**src/rtl/ident_scanner_if.sv**
```systemverilog
// Character stream in, token reports out, between the char source and symbol-table logic.
interface ident_scanner_if #(
    parameter int unsigned LEN_W = 5,
    parameter int unsigned CNT_W = 8
);
    logic             in_valid;
    logic [7:0]       in_char;
    logic             match;
    logic [LEN_W-1:0] cur_len;
    logic             tok_valid;
    logic [LEN_W-1:0] tok_len;
    logic             tok_drop;
    logic [CNT_W-1:0] tok_count;

    modport master (
        output in_valid, in_char,
        input  match, cur_len, tok_valid, tok_len, tok_drop, tok_count
    );

    modport slave (
        input  in_valid, in_char,
        output match, cur_len, tok_valid, tok_len, tok_drop, tok_count
    );
endinterface

```
**src/rtl/ident_scanner.sv**
```systemverilog
// Streaming identifier lexer: tracks [letter]+([letter]|[digit])*[digit] runs and
// reports each one when a separator char closes it.
module ident_scanner #(
    parameter int unsigned MAX_LEN    = 16,
    parameter int unsigned LEN_W      = 5,
    parameter int unsigned CNT_W      = 8,
    parameter bit          UNDERSCORE = 1'b0,
    parameter bit          STRICT     = 1'b0
) (
    input logic           clk,
    input logic           reset,
    ident_scanner_if.slave bus
);
    typedef enum logic [1:0] {StIdle, StAlpha, StDigit, StSkip} state_e;

    localparam logic [LEN_W-1:0] MaxLen = LEN_W'(MAX_LEN);

    state_e           state_q, state_d;
    logic [LEN_W-1:0] cur_len_q, cur_len_d;
    logic [LEN_W-1:0] tok_len_q, tok_len_d;
    logic [CNT_W-1:0] tok_count_q, tok_count_d;
    logic             too_long_q, too_long_d;
    logic             tok_valid_q, tok_valid_d;
    logic             tok_drop_q, tok_drop_d;
    logic             is_letter, is_digit;
    logic             len_sat;
    logic [LEN_W-1:0] len_inc;

    always_comb begin
        is_letter = (bus.in_char >= 8'h61 && bus.in_char <= 8'h7a) ||
                    (bus.in_char >= 8'h41 && bus.in_char <= 8'h5a) ||
                    (UNDERSCORE && bus.in_char == 8'h5f);
        is_digit  = (bus.in_char >= 8'h30 && bus.in_char <= 8'h39);
    end

    // Length saturates at MAX_LEN; growing past it marks the run as unreportable.
    assign len_sat = (cur_len_q == MaxLen);
    assign len_inc = len_sat ? MaxLen : cur_len_q + LEN_W'(1);

    always_comb begin
        state_d     = state_q;
        cur_len_d   = cur_len_q;
        too_long_d  = too_long_q;
        tok_len_d   = tok_len_q;
        tok_count_d = tok_count_q;
        tok_valid_d = 1'b0;
        tok_drop_d  = 1'b0;
        if (bus.in_valid) begin
            unique case (state_q)
                StIdle: begin
                    too_long_d = 1'b0;
                    if (is_letter) begin
                        state_d   = StAlpha;
                        cur_len_d = LEN_W'(1);
                    end else begin
                        state_d   = (is_digit && STRICT) ? StSkip : StIdle;
                        cur_len_d = '0;
                    end
                end
                StAlpha, StDigit: begin
                    if (is_letter || is_digit) begin
                        state_d   = is_digit ? StDigit : StAlpha;
                        cur_len_d = len_inc;
                        if (len_sat) too_long_d = 1'b1;
                    end else begin
                        state_d    = StIdle;
                        cur_len_d  = '0;
                        too_long_d = 1'b0;
                        if (state_q == StDigit) begin
                            if (too_long_q) begin
                                tok_drop_d = 1'b1;
                            end else begin
                                tok_valid_d = 1'b1;
                                tok_len_d   = cur_len_q;
                                tok_count_d = tok_count_q + CNT_W'(1);
                            end
                        end
                    end
                end
                StSkip: begin
                    too_long_d = 1'b0;
                    cur_len_d  = '0;
                    if (!is_letter && !is_digit) state_d = StIdle;
                end
                default: state_d = StIdle;
            endcase
        end
    end

    always_ff @(posedge clk) begin
        if (reset) begin
            state_q     <= StIdle;
            cur_len_q   <= '0;
            too_long_q  <= 1'b0;
            tok_valid_q <= 1'b0;
            tok_drop_q  <= 1'b0;
            tok_len_q   <= '0;
            tok_count_q <= '0;
        end else begin
            state_q     <= state_d;
            cur_len_q   <= cur_len_d;
            too_long_q  <= too_long_d;
            tok_valid_q <= tok_valid_d;
            tok_drop_q  <= tok_drop_d;
            tok_len_q   <= tok_len_d;
            tok_count_q <= tok_count_d;
        end
    end

    assign bus.match     = (state_q == StDigit);
    assign bus.cur_len   = cur_len_q;
    assign bus.tok_valid = tok_valid_q;
    assign bus.tok_len   = tok_len_q;
    assign bus.tok_drop  = tok_drop_q;
    assign bus.tok_count = tok_count_q;
endmodule
```
**src/flat_wrapper.sv**
```systemverilog
// flat-port wrapper written by rule: the top's interface ports become plain ports
module ident_scanner_flat 
#(
    parameter int unsigned MAX_LEN    = 16,
    parameter int unsigned LEN_W      = 5,
    parameter int unsigned CNT_W      = 8,
    parameter bit          UNDERSCORE = 1'b0,
    parameter bit          STRICT     = 1'b0
)
  (clk, reset, bus_in_valid, bus_in_char, bus_match, bus_cur_len, bus_tok_valid, bus_tok_len, bus_tok_drop, bus_tok_count);
  ident_scanner_if #(.LEN_W(LEN_W), .CNT_W(CNT_W)) bus_i ();
  input logic clk;
  input logic reset;
  input wire logic [$bits(bus_i.in_valid)-1:0] bus_in_valid;
  input wire logic [$bits(bus_i.in_char)-1:0] bus_in_char;
  output wire logic [$bits(bus_i.match)-1:0] bus_match;
  output wire logic [$bits(bus_i.cur_len)-1:0] bus_cur_len;
  output wire logic [$bits(bus_i.tok_valid)-1:0] bus_tok_valid;
  output wire logic [$bits(bus_i.tok_len)-1:0] bus_tok_len;
  output wire logic [$bits(bus_i.tok_drop)-1:0] bus_tok_drop;
  output wire logic [$bits(bus_i.tok_count)-1:0] bus_tok_count;
  assign bus_i.in_valid = bus_in_valid;
  assign bus_i.in_char = bus_in_char;
  assign bus_match = bus_i.match;
  assign bus_cur_len = bus_i.cur_len;
  assign bus_tok_valid = bus_i.tok_valid;
  assign bus_tok_len = bus_i.tok_len;
  assign bus_tok_drop = bus_i.tok_drop;
  assign bus_tok_count = bus_i.tok_count;
  ident_scanner #(.MAX_LEN(MAX_LEN), .LEN_W(LEN_W), .CNT_W(CNT_W), .UNDERSCORE(UNDERSCORE), .STRICT(STRICT)) u_core (.clk(clk), .reset(reset), .bus(bus_i));
endmodule
```
**config.mk**
```make
export PLATFORM = sky130hd
export DESIGN_NAME = ident_scanner_flat
export DESIGN_NICKNAME = d
export VERILOG_FILES = /design/src/rtl/ident_scanner_if.sv /design/src/rtl/ident_scanner.sv /design/src/flat_wrapper.sv
export SDC_FILE = /design/constraint.sdc
export NUM_CORES = 1
export LEC_CHECK = 0
export CORE_ASPECT_RATIO = 1.25
export CORE_MARGIN = 5
export CORE_UTILIZATION = 53
export CTS_CLUSTER_SIZE = 8
export DETAILED_ROUTE_END_ITERATION = 16
export PLACE_DENSITY = 0.93
export SETUP_SLACK_MARGIN = 0.05
export SYNTH_ARGS = -nofsm -noshare
export SYNTH_HDL_FRONTEND = slang
export SYNTH_SLANG_ARGS = --single-unit
```
**constraint.sdc**
```tcl
create_clock -name clk -period 3.7 [get_ports clk]
set_input_delay 0.555 -clock clk [delete_from_list [all_inputs] [get_ports clk]]
set_output_delay 0.555 -clock clk [all_outputs]
set_load 0.005 [all_outputs]
```
==> results.sh <==
export IMPL_outcome="complete, no violations"
export IMPL_clkTransAtPathRegs_ps=130
export IMPL_tritoncts="done"
export IMPL_post_drt_wl_per_cell_um=14.09
export IMPL_design_die_area_mm2=0.003776
export IMPL_io_buffers=31
export IMPL_layout_drive_gt1_share=0.1333
export IMPL_critical_path_endpoint_type="flip-flop"
export IMPL_synth_net_count=166
export IMPL_synth_async_reset_ratio=0
export IMPL_place_detailed_hpwl_um=2318
export IMPL_setup_violations=0
export IMPL_vias_in_the_first_global_route=1182
export IMPL_rsz0062_at_grt="no"
export IMPL_synth_xor_area_frac=0.006256
export IMPL_pwr_density_cell_mw_per_mm2=237.8
export IMPL_layout_nets=198
export IMPL_dpl_worst_slack_ps=961.6
export IMPL_core_area_mm2=0.002477
export IMPL_finalMaxSlewViolations=0
export IMPL_worstPathArrival_ps=2620
export IMPL_clock_fmax_mhz=417.1
export IMPL_finalHoldWorstSlack_ps=485.6
export IMPL_yosysTopAreaCell="sky130_fd_sc_hd__dfxtp_1"
export IMPL_worstPathMaxFanout=13
export IMPL_drtIter0Drc=39
export IMPL_finalWorstPathRequiredPeriod_ps=2398
export IMPL_yosys_mux_area_fraction=0.1171
export IMPL_finalWeightedCongestion=0.7561
export IMPL_antenna_violating_nets_remaining=0
export IMPL_compound_gate_portion_of_the_synthesized_area=0.1752
export IMPL_hold_path_class="flip-flop to flip-flop"
export IMPL_multi_input_comb_area_um2=885.9
export IMPL_critical_path_slowest_cell="sky130_fd_sc_hd__clkdlybuf4s50_1"
export IMPL_max_cap_violations=0
export IMPL_required_ps=3920
export IMPL_report_final_hold_viol_count=0
export IMPL_height_of_the_die_um=67.47
export IMPL_dr_total_vias=1234
export IMPL_grt_start_max_net_pins=36
export IMPL_cells_resized_by_post_cts_repair=0
export IMPL_ctsHtreeMaxLevel=1
export IMPL_synth_ff_type="sky130_fd_sc_hd__dfxtp_1"
export IMPL_worst_pin_slew_ps=492.0
export IMPL_setup_ws_ps=1302
export IMPL_synthToLayoutAreaGrowth_pct=25.92
export IMPL_cts_root_buffer_cell="sky130_fd_sc_hd__clkbuf_4"
export IMPL_numClockSinks=23
export IMPL_antenna_found_initial=0
export IMPL_final_common_cell="sky130_fd_sc_hd__clkdlybuf4s50_1"
export IMPL_worst_skew_pair_late_latency_ps=320
export IMPL_cts_repair_timing_setup_buffer_count=0
export IMPL_ir_drop_mv=0.1469
export IMPL_cts_buffers=3
export IMPL_track_usage=0.1626
export IMPL_row_count=20
export IMPL_leakage_nw=0.5994
export IMPL_timing_critical_path_max_delay_family="compound AO/OA/AOI/OAI gates"
export IMPL_placedCellCount=209
export IMPL_relSlewSlack=0.6679
export IMPL_final_cell_count_no_fill=213
export IMPL_worst_setup_path_type="input port to flip-flop"
export IMPL_routed_wirelength_um=3001
export IMPL_firstDrtPassIters=4
export IMPL_top_level_port_count=32
export IMPL_post_synth_top_area_fraction=0.3289
export IMPL_syn_cell_area_mm2=0.001400
export IMPL_critPathMaxStageDelay_ps=580
export IMPL_post_synth_and_or_nand_nor_area_fraction=0.2806
export IMPL_regArea_um2=460.4
export IMPL_netlist_top_cells_area="sky130_fd_sc_hd__dfxtp_1, sky130_fd_sc_hd__nand2b_1, sky130_fd_sc_hd__ha_1"
export IMPL_postSynthCellCount=149
export IMPL_dieWidth_um=55.97
export IMPL_globalRouteOverflowTotal=0
export IMPL_setup_tns_ps=0
export IMPL_final_cell_mix="sky130_fd_sc_hd__clkdlybuf4s50_1, sky130_fd_sc_hd__dfxtp_1, sky130_fd_sc_hd__nand2b_1"
export IMPL_detailed_route_drc_error_count=0
export IMPL_initial_utilization=0.5652
export IMPL_synth_seq_cells=23
export IMPL_synth_area_per_cell_um2=9.397
export IMPL_postCtsHoldBufs=0
export IMPL_yosys_cell_types_count=42
export IMPL_synth_enable_flop_cells=0
export IMPL_worst_setup_path_start_kind="input port"
export IMPL_n_antenna_cell=0
export IMPL_critPathBufInv=1
export IMPL_grt_first_pass_wirelength_um=4933
export IMPL_synth_seq_area_share=0.3289
export IMPL_min_period_over_period=0.6480
export IMPL_synth_top_family_by_area="simple AND/OR/NAND/NOR gates"
export IMPL_critical_path_cell_chain="clkdlybuf4s50_1 > or4b_4 > o221ai_4 > a21oi_2 > mux2_2"
export IMPL_yosys_warning_total=0
export IMPL_final_fill_count=196
export IMPL_clock_skew_ps=6.768
export IMPL_cts_path_max_buffers=2
export IMPL_via_per_inst=5.793
export IMPL_post_synth_fa_ha_maj_area_fraction=0.05362
-- metal layers --
layer | global-route usage | wire, um | up-vias
met5 | 0 | 0 | -
met4 | 0.09496 | 91 | 0
met3 | 0.02103 | 143 | 9
met2 | 0.3202 | 1545 | 38
met1 | 0.1630 | 1221 | 580
li1 | - | - | 607
-- power by group --
part | internal, mW | switching (mW) | leakage, nW
Clock | 0.0405 | 0.0758 | 0.0177
Combinational | 0.0230 | 0.0304 | 0.396
Sequential | 0.248 | 0.00124 | 0.185
-- cells in the mapped netlist, types with 2 or more instances --
cell type,count
sky130_fd_sc_hd__dfxtp_1,23
sky130_fd_sc_hd__nand2b_1,13
sky130_fd_sc_hd__nand2_1,10
sky130_fd_sc_hd__nor2_1,10
sky130_fd_sc_hd__nor2b_1,9
sky130_fd_sc_hd__mux2i_1,7
sky130_fd_sc_hd__ha_1,6
sky130_fd_sc_hd__inv_1,6
sky130_fd_sc_hd__nor3_1,6
sky130_fd_sc_hd__nand3_1,5
sky130_fd_sc_hd__nand4_1,5
sky130_fd_sc_hd__clkbuf_1,4
sky130_fd_sc_hd__mux2_4,4
sky130_fd_sc_hd__a211oi_2,3
sky130_fd_sc_hd__mux2_2,3
sky130_fd_sc_hd__a2111oi_0,2
sky130_fd_sc_hd__a211oi_1,2
sky130_fd_sc_hd__a21oi_1,2
sky130_fd_sc_hd__a21oi_2,2
sky130_fd_sc_hd__a31oi_1,2
sky130_fd_sc_hd__nor3b_1,2
sky130_fd_sc_hd__o211ai_1,2
sky130_fd_sc_hd__o311ai_2,2
-- worst min-delay path, stage by stage, from the launching register on --
cell,delay (ps)
sky130_fd_sc_hd__dfxtp_1,330
sky130_fd_sc_hd__nand2b_1,60
sky130_fd_sc_hd__mux2i_1,60
-- stage by stage --
step             util  area [um2]  power, mW
6_report       0.7116        1763     0.4193
5_1_grt        0.7116        1763     0.4348
4_1_cts        0.7116        1763     0.4243
3_5_place_dp   0.7005        1735     0.3083
3_3_place_gp   0.7005        1735     0.3056
2_1_floorplan       -        1400     0.2863
-- flip-flops by register name, indices dropped and copies added (netlist names) --
register,count
u_core.bus.cur_len,5
u_core.bus.tok_valid,1
u_core.state_q,2
u_core.bus.tok_drop,1
u_core.bus.tok_count,8
u_core.bus.tok_len,5
u_core.too_long_q,1
-- cells by family (layout without fill, tap and decap cells) --
logic type / Yosys count / count (layout)
adder cells (fa/ha/maj): 6 / 6
XOR/XNOR: 1 / 1
AO/OA/AOI/OAI: 24 / 24
flip-flops: 23 / 23
buffers and inverters: 12 / 43
AND/OR/NAND/NOR: 69 / 69
multiplexers: 14 / 14
-- path summary, 6_finish.rpt --
path                                      start                              endpoint  slack, ps  depth (start not counted)
max                              bus_in_char[6]  u_core.bus.tok_count[0]$_SDFFE_PP0P_       1300                          5
min          u_core.bus.tok_len[4]$_SDFFE_PP0P_    u_core.bus.tok_len[4]$_SDFFE_PP0P_        490                          2
max reg2reg      u_core.state_q[1]$_SDFFE_PP0P_  u_core.bus.tok_count[7]$_SDFFE_PP0P_       1530                          6
min reg2reg  u_core.bus.tok_len[4]$_SDFFE_PP0P_    u_core.bus.tok_len[4]$_SDFFE_PP0P_        490                          2
-- cell type report --
cell class | instances | area share
multi-input combinational | 114 | 0.5025
clock inverter | 1 | 0.002839
inverter | 6 | 0.01278
sequential | 23 | 0.2612
timing repair buffer | 33 | 0.1845
tap | 33 | 0.02342
clock buffer | 3 | 0.01278
Note: power is estimated with default switching activity, not from simulation.
